[config.mk]
export PLATFORM = sky130hd
export DESIGN_NAME = gen_pipe_reg
export DESIGN_NICKNAME = d
export VERILOG_FILES = /design/src/rtl/gen_pipe_reg.sv
export SDC_FILE = /design/constraint.sdc
export NUM_CORES = 1
export LEC_CHECK = 0
export BUFFER_PORTS_ARGS = -buffer_cell sky130_fd_sc_hd__buf_2
export CORE_AREA = 2 2 39 41
export DETAILED_ROUTE_END_ITERATION = 7
export DIE_AREA = 0 0 41 43
export GPL_ROUTABILITY_DRIVEN = 0
export PLACE_DENSITY = 0.75
export SLEW_MARGIN = 10
export SYNTH_ARGS = -nofsm -noshare
export SYNTH_HDL_FRONTEND = slang
export SYNTH_SLANG_ARGS = --single-unit
[constraint.sdc]
create_clock -name clock_in -period 5.06 [get_ports clock_in]
set_input_delay 0.253 -clock clock_in [delete_from_list [all_inputs] [get_ports clock_in]]
set_output_delay 0.253 -clock clock_in [all_outputs]
set_load 0.05 [all_outputs]
[src/rtl/gen_pipe_reg.sv]
// Elastic valid/ready register chain: DEPTH stages, bubble collapsing,
// synchronous flush and a registered occupancy count.
module gen_pipe_stage #(
  parameter int                    DATA_WIDTH  = 4,
  parameter logic [DATA_WIDTH-1:0] RESET_VALUE = '0
) (
  input  logic                  clock_in,
  input  logic                  reset_in,
  input  logic                  flush_in,
  input  logic                  adv,
  input  logic                  up_vld,
  input  logic [DATA_WIDTH-1:0] up_data,
  output logic                  vld,
  output logic [DATA_WIDTH-1:0] data
);
  always_ff @(posedge clock_in) begin
    if (reset_in) begin
      vld  <= 1'b0;
      data <= RESET_VALUE;
    end else if (flush_in) begin
      vld  <= 1'b0;
    end else if (adv) begin
      vld <= up_vld;
      // Bubbles leave the data register untouched
      if (up_vld) data <= up_data;
    end
  end
endmodule

module gen_pipe_reg #(
  parameter int                    DATA_WIDTH  = 4,
  parameter int                    DEPTH       = 2,
  parameter logic [DATA_WIDTH-1:0] RESET_VALUE = '0,
  localparam int                   OCC_W       = $clog2(DEPTH+1)
) (
  input  logic                  clock_in,
  input  logic                  reset_in,
  input  logic                  flush_in,
  input  logic                  valid_in,
  output logic                  ready_out,
  input  logic [DATA_WIDTH-1:0] data_in,
  output logic                  valid_out,
  input  logic                  ready_in,
  output logic [DATA_WIDTH-1:0] data_out,
  output logic [OCC_W-1:0]      occupancy_out
);
  logic [DEPTH-1:0]                 vld_pipe;
  logic [DEPTH-1:0][DATA_WIDTH-1:0] data_pipe;
  logic [DEPTH-1:0]                 adv;
  logic [DEPTH-1:0]                 up_vld;
  logic [DEPTH-1:0][DATA_WIDTH-1:0] up_data;
  logic                             accept, emit;
  logic [OCC_W-1:0]                 occ_q;

  // Advance resolves from the output end back toward the input
  always_comb begin
    adv = '0;
    adv[DEPTH-1] = !vld_pipe[DEPTH-1] || ready_in;
    for (int i = DEPTH-2; i >= 0; i--) adv[i] = !vld_pipe[i] || adv[i+1];
  end

  always_comb begin
    up_vld     = '0;
    up_data    = '0;
    up_vld[0]  = valid_in;
    up_data[0] = data_in;
    for (int i = 1; i < DEPTH; i++) begin
      up_vld[i]  = vld_pipe[i-1];
      up_data[i] = data_pipe[i-1];
    end
  end

  for (genvar g = 0; g < DEPTH; g++) begin : g_stage
    gen_pipe_stage #(.DATA_WIDTH(DATA_WIDTH), .RESET_VALUE(RESET_VALUE)) u_stage (
      .clock_in (clock_in),
      .reset_in (reset_in),
      .flush_in (flush_in),
      .adv      (adv[g]),
      .up_vld   (up_vld[g]),
      .up_data  (up_data[g]),
      .vld      (vld_pipe[g]),
      .data     (data_pipe[g])
    );
  end

  assign ready_out = adv[0] && !flush_in;
  assign valid_out = vld_pipe[DEPTH-1];
  assign data_out  = data_pipe[DEPTH-1];
  assign accept    = valid_in && ready_out;
  assign emit      = valid_out && ready_in;

  always_ff @(posedge clock_in) begin
    if (reset_in || flush_in) occ_q <= '0;
    else if (accept && !emit) occ_q <= occ_q + 1'b1;
    else if (emit && !accept) occ_q <= occ_q - 1'b1;
  end

  assign occupancy_out = occ_q;
endmodule

==> flow_summary.json, run 1 <==
{
  "drt_iter0_markers": 1,
  "grt.total_usage_pct": 14.6,
  "max_freq_mhz": 514,
  "wl_per_cell_um": 10.8,
  "postCtsSetupBuffers": 0,
  "cp-end-kind": "register",
  "via_per_inst": 4.87,
  "start_kind": "register",
  "setup_ws_ns": 3.12,
  "power_density_nw_per_um2": 274,
  "setup_viol": 0,
  "drc": 0,
  "grt_max_degree": 16,
  "rrSetupSlack_ns": 3.12,
  "final_max_slew_viol_count": 0,
  "drv_cap": 0,
  "cts_buffers": 3,
  "nets": 86,
  "drtAntennaViolNets": 0,
  "ir_worst_vdd_mv": 0.124,
  "synth_warnings": 0,
  "grt_pass1_vias": 430,
  "synth-seq-area-share_pct": 42.2,
  "p_leak_nw": 0.273,
  "hold_depth": 2,
  "required_ns": 5.26,
  "layout-drive-gt1-share_pct": 27.0,
  "syn-num-nets": 71,
  "timing.final.crit_share_pct": 38.4,
  "insertedDiodeCount": 0,
  "post-place-ws_ns": 3.12,
  "port_buffers": 16,
  "grt_overflow_total": 0,
  "dieArea_um2": 1760,
  "synthToLayoutAreaGrowth_pct": 13.6,
  "rows": 14,
  "synthCells": 61,
  "min_to": "g_stage[0].u_stage.vld$_SDFFE_PP0P_",
  "outcome": "finished clean",
  "synth_top_area_share_pct": 42.2,
  "crit_arrival_ns": 2.14,
  "dr.pass1.iters": 2,
  "hold_viol": 0,
  "synth_seq_cells": 12,
  "r2r_start": "g_stage[1].u_stage.vld$_SDFFE_PP0P_",
  "hpwlAfterDp_um": 782,
  "synth_area_leaders": "dfxtp_1 42%, nand2b_1 11%, mux2i_1 7.0%",
  "die_w_um": 41,
  "grt_pass1_wl_mm": 1.74,
  "rsz0062_at_grt": "no",
  "worst_pin_slew_ns": 0.550,
  "cts_tree": "done",
  "path_max_fanout": 8,
  "clock-sinks": 12,
  "finalClockSkew_ns": 0.00125,
  "max_slew_margin_pct": 63.3,
  "ctsResizeCount": 0,
  "antenna_found_initial": 0,
  "clk-insertion-delay-late_ns": 0.26,
  "htree_num_levels": 1,
  "synth_area_um2": 569,
  "startpoint": "g_stage[1].u_stage.vld$_SDFFE_PP0P_",
  "hold_class": "input port to register",
  "clk_pin_slew_ns": 0.07,
  "wirelength_um": 974,
  "cts_root_buffer": "clkbuf_4",
  "crit_type": "register to register",
  "initial_core_util_pct": 41.1,
  "synth_cell_type_count": 21,
  "min_period_ns": 1.94,
  "ios": 17,
  "fp.dieH_um": 43,
  "design.core.area_um2": 1380,
  "holdBufCountCts": 0,
  "r2r.worst_path.cells": 5,
  "syn_area_per_cell_um2": 9.33,
  "worstHoldStart": "flush_in",
  "netlist.top_cell.by_area": "dfxtp_1",
  "cts_max_path_buffers": 2,
  "route.vias.total": 438,
  "tns_ns": 0,
  "r2r-end": "occupancy_out[1]$_SDFFE_PP0P_"
}
## cell type report
class	count	area, um^2
well taps	16	20.0
flip-flops and latches	12	240
multi-input cells	43	284
fillers	136	737
clock buffers	3	22.5
repair buffers	16	80.1
## per-layer routing
metal / vias to the layer above / global-route usage [%] / part of all wire [%] / wire length [um]
met5: - / 0 / 0 / 0
li1: 233 / - / - / -
met3: 2 / 3.14 / 4.8 / 47
met4: 0 / 8.00 / 1.7 / 17
met1: 191 / 18.2 / 45 / 435
met2: 12 / 22.2 / 49 / 474
## worst max-delay path, cell delays in order, from the launching register on
cell	delay, ns
dfxtp_1	0.35
nor2b_1	0.48
a21oi_4	0.17
ha_1	0.36
or3_1	0.37
a21boi_1	0.14
## registers in the layout, indices dropped and copies added, names as in the netlist
signal / count
occupancy_out: 2
g_stage.u_stage.data: 8
g_stage.u_stage.vld: 2
## synthesized netlist by cell type
master / n
a21boi_1: 1
a21oi_1: 6
a21oi_4: 1
and2b_1: 1
buf_4: 4
buf_6: 1
clkbuf_1: 1
dfxtp_1: 12
ha_1: 1
mux2i_1: 4
nand2_1: 1
nand2b_1: 10
nand3_1: 4
nor2_1: 1
nor2b_1: 1
nor3_1: 2
o21a_1: 1
o21ai_0: 5
or2b_1: 1
or3_1: 1
xor2_1: 2
## report_power, final
group          internal [mW]  switching, mW
Combinational        0.00910         0.0133
Sequential            0.0973        0.00215
Clock                 0.0275         0.0281
## per-stage QoR
step | hold WS (ns) | cells | util, % | power, mW | area, um^2
after detailed placement | 0.467 | 87 | 45.1 | 0.124 | 624
after CTS | 0.218 | 90 | 46.7 | 0.182 | 647
after global placement | 0.457 | 87 | 45.1 | 0.124 | 624
after global routing | 0.238 | 90 | 46.7 | 0.189 | 647
after floorplan | 0.332 | 61 | - | 0.117 | 569
final | 0.230 | 90 | 46.7 | 0.177 | 647
## kinds of logic after synthesis
group,Yosys count,synth area share [%]
adder cells (fa/ha/maj),1,2.20
multiplexers,4,7.03
flip-flops,12,42.2
AO/OA/AOI/OAI,14,15.2
XOR/XNOR,2,3.08
AND/OR/NAND/NOR,22,22.4
buffers and inverters,6,7.91
## how the worst max path moves through the flow
stage	end	cells after the start
global placement	occupancy_out[1]$_SDFFE_PP0P_	6
CTS	occupancy_out[1]$_SDFFE_PP0P_	5
finish	occupancy_out[1]$_SDFFE_PP0P_	5
floorplan	occupancy_out[1]$_SDFFE_PP0P_	6
detailed placement	occupancy_out[1]$_SDFFE_PP0P_	5
global route	occupancy_out[1]$_SDFFE_PP0P_	5
## layout by cell type, fill, tap and decap left out
| master | n |
|---|---|
| nand2_1 | 1 |
| xor2_1 | 2 |
| nand2b_1 | 10 |
| a21boi_1 | 1 |
| nor3_1 | 2 |
| clkbuf_4 | 3 |
| nor2b_1 | 1 |
| nor2_1 | 1 |
| nand3_1 | 4 |
| buf_2 | 16 |
| or3_1 | 1 |
| dfxtp_1 | 12 |
| a21oi_4 | 1 |
| o21a_1 | 1 |
| mux2i_1 | 4 |
| a21oi_1 | 6 |
| o21ai_0 | 5 |
| or2b_1 | 1 |
| and2b_1 | 1 |
| ha_1 | 1 |
Note: power is estimated with default switching activity, not from simulation.
==> inputs of run 2 (changes only) <==
Settings changed: CORE_AREA 2 2 39 41 to not set, CORE_MARGIN set to 2, CORE_UTILIZATION set to 43, DIE_AREA 0 0 41 43 to not set, PLACE_DENSITY 0.75 to 0.78.
Clock period 5.06 ns to 1.67 ns, I/O delays scaled along.
==> run 2 against run 1 <==
Compared with the run above: routed wire length increased by 0.72%; cell count is 1.1% higher; clock power increased to 4.2 times the previous value; global-route usage up 0.58 points; total power rose to 3.4 times the previous value; critical path type unchanged; largest cell class unchanged; largest power group unchanged.
==> flow_summary.json, run 2 (synthesized netlist as in run 1, its figures left out) <==
{
  "via_per_inst": 4.89,
  "r2r.worst_path.cells": 5,
  "hold_class": "input port to register",
  "final_max_slew_viol_count": 0,
  "whs_ns": 0.0569,
  "max_slew_margin_pct": 82.3,
  "design.core.area_um2": 1270,
  "drtAntennaViolNets": 0,
  "mostFrequentLayoutCell": "buf_2",
  "clockPowerShare_pct": 38.9,
  "min_period_ns": 1.57,
  "insertedDiodeCount": 0,
  "p_leak_nw": 0.288,
  "nets": 87,
  "wirelength_um": 981,
  "dieArea_um2": 1630,
  "synthToLayoutAreaGrowth_pct": 20.0,
  "clock-sinks": 12,
  "largest_register_ffs": 8,
  "ios": 17,
  "switching_share_pct": 24.9,
  "port_buffers": 16,
  "crit_arrival_ns": 1.78,
  "postCtsSetupBuffers": 0,
  "grt_overflow_total": 0,
  "cts_buffers": 3,
  "layout-drive-gt1-share_pct": 31.6,
  "post-route-util_pct": 53.8,
  "max_freq_mhz": 638,
  "rsz0062_at_grt": "no",
  "hold_viol": 0,
  "wl_per_cell_um": 10.8,
  "ctsResizeCount": 0,
  "combPwrFrac_pct": 11.6,
  "fp.dieH_um": 40.4,
  "final_cell_mix": "16 x buf_2, 11 x dfxtp_1, 10 x nand2b_1",
  "htree_num_levels": 1,
  "p_sw_uw": 151,
  "cts_max_path_buffers": 2,
  "fin_area_um2": 683,
  "seq_power_share_pct": 49.5,
  "placed_cell_area_um2": 647,
  "internal_power_uw": 455,
  "grt_max_degree": 16,
  "grt_pass1_vias": 372,
  "hpwlAfterDp_um": 730,
  "route.vias.total": 445,
  "dr.pass1.iters": 4,
  "start_kind": "register",
  "grt_pass1_wl_mm": 1.57,
  "tns_ns": 0,
  "worst_pin_slew_ns": 0.265,
  "antenna_found_initial": 0,
  "startpoint": "g_stage[1].u_stage.vld$_SDFFE_PP0P_",
  "path_cells": "nor2b_1, a21oi_4, ha_4, or3_1, a21boi_1",
  "cts_tree": "done",
  "cp_slowest_cell": "or3_1",
  "r2r-end": "occupancy_out[1]$_SDFFE_PP0P_",
  "drt_iter0_markers": 5,
  "power_density_nw_per_um2": 888,
  "path_max_fanout": 5,
  "grt.total_usage_pct": 15.2,
  "finalClockSkew_ns": 0.00151,
  "rrSetupSlack_ns": 0.10,
  "endpoint": "occupancy_out[1]$_SDFFE_PP0P_",
  "rows": 13,
  "cts_root_buffer": "clkbuf_4",
  "clk_pin_slew_ns": 0.08,
  "clk-insertion-delay-late_ns": 0.27,
  "timing.final.crit_share_pct": 93.9,
  "largest_register": "g_stage.u_stage.data",
  "die_w_um": 40.4,
  "slowest_delay_ns": 0.36,
  "holdBufCountCts": 0,
  "ir_worst_vdd_mv": 0.379,
  "outcome": "finished clean",
  "drc": 0,
  "initial_core_util_pct": 44.9,
  "required_ns": 1.88,
  "drv_cap": 0,
  "setup_viol": 0,
  "cp-end-kind": "register",
  "r2r_start": "g_stage[1].u_stage.vld$_SDFFE_PP0P_",
  "crit_type": "register to register"
}
run 2: cell types whose count changed in the layout (fill, tap and decap cells not counted):
cell      before  now
dfxtp_1       12   11
dfxtp_4        0    1
clkbuf_8       0    1
buf_4          0    1
ha_4           0    1
ha_1           1    0
run 2: power groups by stage:
stage | clock (mW) | combinational [mW] | sequential, mW
after detailed placement | 0 | 0.0707 | 0.307
after global routing | 0.255 | 0.0767 | 0.301
final | 0.236 | 0.0705 | 0.300
after floorplan | 0 | 0.0425 | 0.314
after CTS | 0.240 | 0.0708 | 0.300
after global placement | 0 | 0.0696 | 0.307
run 2: worst max-delay path, delay by kind of cell, from the launching register on:
family	cells	cell delay [ns]
AOI/OAI and AO/OA	2	0.39
adders and majority gates	1	0.25
DFF	1	0.35
and+or+nand+nor	2	0.52
run 2: worst min path at each step:
stage	from	to	depth (start not counted)	slack (ns)
4_1_cts	flush_in	g_stage[0].u_stage.vld$_SDFFE_PP0P_	2	0.05
6_report	flush_in	g_stage[0].u_stage.vld$_SDFFE_PP0P_	2	0.06
3_3_place_gp	flush_in	g_stage[0].u_stage.vld$_SDFFE_PP0P_	2	0.34
3_5_place_dp	flush_in	g_stage[0].u_stage.vld$_SDFFE_PP0P_	2	0.35
5_1_grt	flush_in	g_stage[0].u_stage.vld$_SDFFE_PP0P_	2	0.06
2_1_floorplan	flush_in	g_stage[0].u_stage.vld$_SDFFE_PP0P_	1	0.16
run 2: cell type report:
| cell class | instances | area, um^2 |
|---|---|---|
| Multi-Input combinational cell | 43 | 297 |
| Timing Repair Buffer | 17 | 87.6 |
| Clock buffer | 4 | 36.3 |
| Sequential cell | 12 | 244 |
| Fill cell | 131 | 586 |
| Tap cell | 15 | 18.8 |
run 2: per-layer routing:
metal | vias to the layer above | GRT usage, % | wire [um]
li1 | 237 | - | -
met1 | 197 | 18.0 | 488
met2 | 9 | 23.0 | 441
met3 | 2 | 5.00 | 31
met4 | 0 | 10.0 | 19
met5 | - | 0 | 0
run 2: per-stage QoR:
step	setup slack (ns)	power, mW	cells
after CTS	0.0884	0.611	91
final	0.102	0.607	91
after floorplan	0.000969	0.356	61
after global placement	0.136	0.376	87
after detailed placement	0.0994	0.377	87
after global routing	0.0407	0.633	91
==> inputs of run 3 (changes only) <==
Settings changed: HOLD_SLACK_MARGIN set to 0.06.
==> run 3 against run 2 <==
Compared with the run above: sequential share of layout area down 0.52 points; total power increased by 0.19%; clock power hardly changed; critical path depth unchanged; maximum frequency barely moved; via count is 2.9% higher; final area grew 1.5%; cell count grew 1.1%.
==> flow_summary.json, run 3 (synthesized netlist as in run 1, its figures left out) <==
{
  "insertedDiodeCount": 0,
  "post-place-ws_ns": 0.0994,
  "final_max_slew_viol_count": 0,
  "combPwrFrac_pct": 11.9,
  "drtAntennaViolNets": 0,
  "die_w_um": 40.4,
  "seq_power_share_pct": 49.4,
  "tns_ns": 0,
  "drt_iter0_markers": 4,
  "wl_per_cell_um": 10.9,
  "p_leak_nw": 0.292,
  "path_buf_inv": 0,
  "grt_overflow_total": 0,
  "port_buffers": 16,
  "timing.final.crit_share_pct": 94.0,
  "cp_top_family": "simple AND/OR/NAND/NOR gates",
  "path_cells": "nor2b_1, a21oi_4, ha_4, or3_1, a21boi_1",
  "grt.total_usage_pct": 15.5,
  "finalClockSkew_ns": 0.00153,
  "cp-end-kind": "register",
  "dp.cells": 87,
  "ir_worst_vdd_mv": 0.379,
  "regArea_um2": 244,
  "clk-insertion-delay-late_ns": 0.27,
  "hold_class": "input port to register",
  "largest_register_ffs": 8,
  "cts_max_path_buffers": 2,
  "power_density_nw_per_um2": 877,
  "dr.pass1.iters": 4,
  "drv_cap": 0,
  "ios": 17,
  "p_sw_uw": 151,
  "max_freq_mhz": 637,
  "antenna_found_initial": 0,
  "wirelength_mm": 1.00,
  "min_period_ns": 1.57,
  "start_kind": "register",
  "grt_pass1_vias": 386,
  "grt_max_degree": 16,
  "final_cell_mix": "16 x buf_2, 11 x dfxtp_1, 10 x nand2b_1",
  "fillers": 131,
  "design.core.area_um2": 1270,
  "layout-drive-gt1-share_pct": 31.2,
  "crit_arrival_ns": 1.78,
  "ctsResizeCount": 0,
  "post-route-util_pct": 54.6,
  "cp_slowest_cell": "or3_1",
  "rows": 13,
  "fp.dieH_um": 40.4,
  "worst_pin_slew_ns": 0.266,
  "largest_register": "g_stage.u_stage.data",
  "crit_type": "register to register",
  "htree_num_levels": 1,
  "setup_ws_ns": 0.101,
  "dieArea_um2": 1630,
  "cts_root_buffer": "clkbuf_4",
  "grt_pass1_wl_mm": 1.61,
  "max_slew_margin_pct": 82.2,
  "clk_pin_slew_ns": 0.08,
  "power.total_uw": 608,
  "hpwlAfterDp_um": 730,
  "cts_tree": "done",
  "slowest_delay_ns": 0.36,
  "via_per_inst": 4.98,
  "switching_share_pct": 24.8,
  "path_max_fanout": 5,
  "mostFrequentLayoutCell": "buf_2",
  "holdBufCountCts": 1,
  "route.vias.total": 458,
  "internal_power_uw": 457,
  "multi_input_area_um2": 297,
  "drc": 0,
  "required_ns": 1.88,
  "setup_viol": 0,
  "stdcell_count": 92,
  "postCtsSetupBuffers": 0,
  "synthToLayoutAreaGrowth_pct": 21.8,
  "cts_buffers": 3,
  "initial_core_util_pct": 44.9,
  "hold_viol": 0,
  "outcome": "finished clean",
  "clockPowerShare_pct": 38.7,
  "nets": 88,
  "clock-sinks": 12,
  "rsz0062_at_grt": "no"
}
-- run 3: cell count changes in the layout (fill, tap and decap cells not counted) --
cell           before  now
dlygate4sd3_1       0    1
-- run 3: per-layer routing --
layer	track usage, %	vias to the layer above	routed length, um
li1	-	241	-
met1	18.0	202	492
met2	24.2	13	448
met3	5.00	2	41
met4	10.0	0	19
met5	0	-	0
-- run 3: final timing paths --
path	slack, ns	startpoint	depth (start not counted)	to
worst min register to register	0.47	g_stage[0].u_stage.data[1]$_SDFFE_PP0P_	2	g_stage[1].u_stage.data[1]$_SDFFE_PP0P_
worst max-delay path	0.10	g_stage[1].u_stage.vld$_SDFFE_PP0P_	5	occupancy_out[1]$_SDFFE_PP0P_
worst max register to register	0.10	g_stage[1].u_stage.vld$_SDFFE_PP0P_	5	occupancy_out[1]$_SDFFE_PP0P_
worst min-delay path	0.06	data_in[2]	3	g_stage[0].u_stage.data[2]$_SDFFE_PP0P_
-- run 3: cell type report --
cell class | instances | share of cell area (%)
well taps | 15 | 2.71
multi-input cells | 43 | 42.8
flip-flops and latches | 12 | 35.2
repair buffers | 18 | 14.1
clock buffers | 4 | 5.23
-- run 3: power groups by stage --
stage / combinational, mW / clock (mW) / sequential (mW)
after floorplan: 0.0425 / 0 / 0.314
after global placement: 0.0696 / 0 / 0.307
after detailed placement: 0.0707 / 0 / 0.307
after CTS: 0.0729 / 0.240 / 0.300
after global routing: 0.0788 / 0.255 / 0.301
final: 0.0724 / 0.235 / 0.300
-- run 3: stage by stage --
stage	hold slack (ns)	area, um^2
after floorplan	0.163	586
final	0.0635	693
after global routing	0.0657	693
after global placement	0.344	647
after CTS	0.0607	693
after detailed placement	0.348	647
-- run 3: tightest hold or removal path, delay by kind of cell --
kind                   cells  cell delay [ns]
buffers and inverters      1             0.09
muxes                      1             0.06
and+or+nand+nor            1             0.05
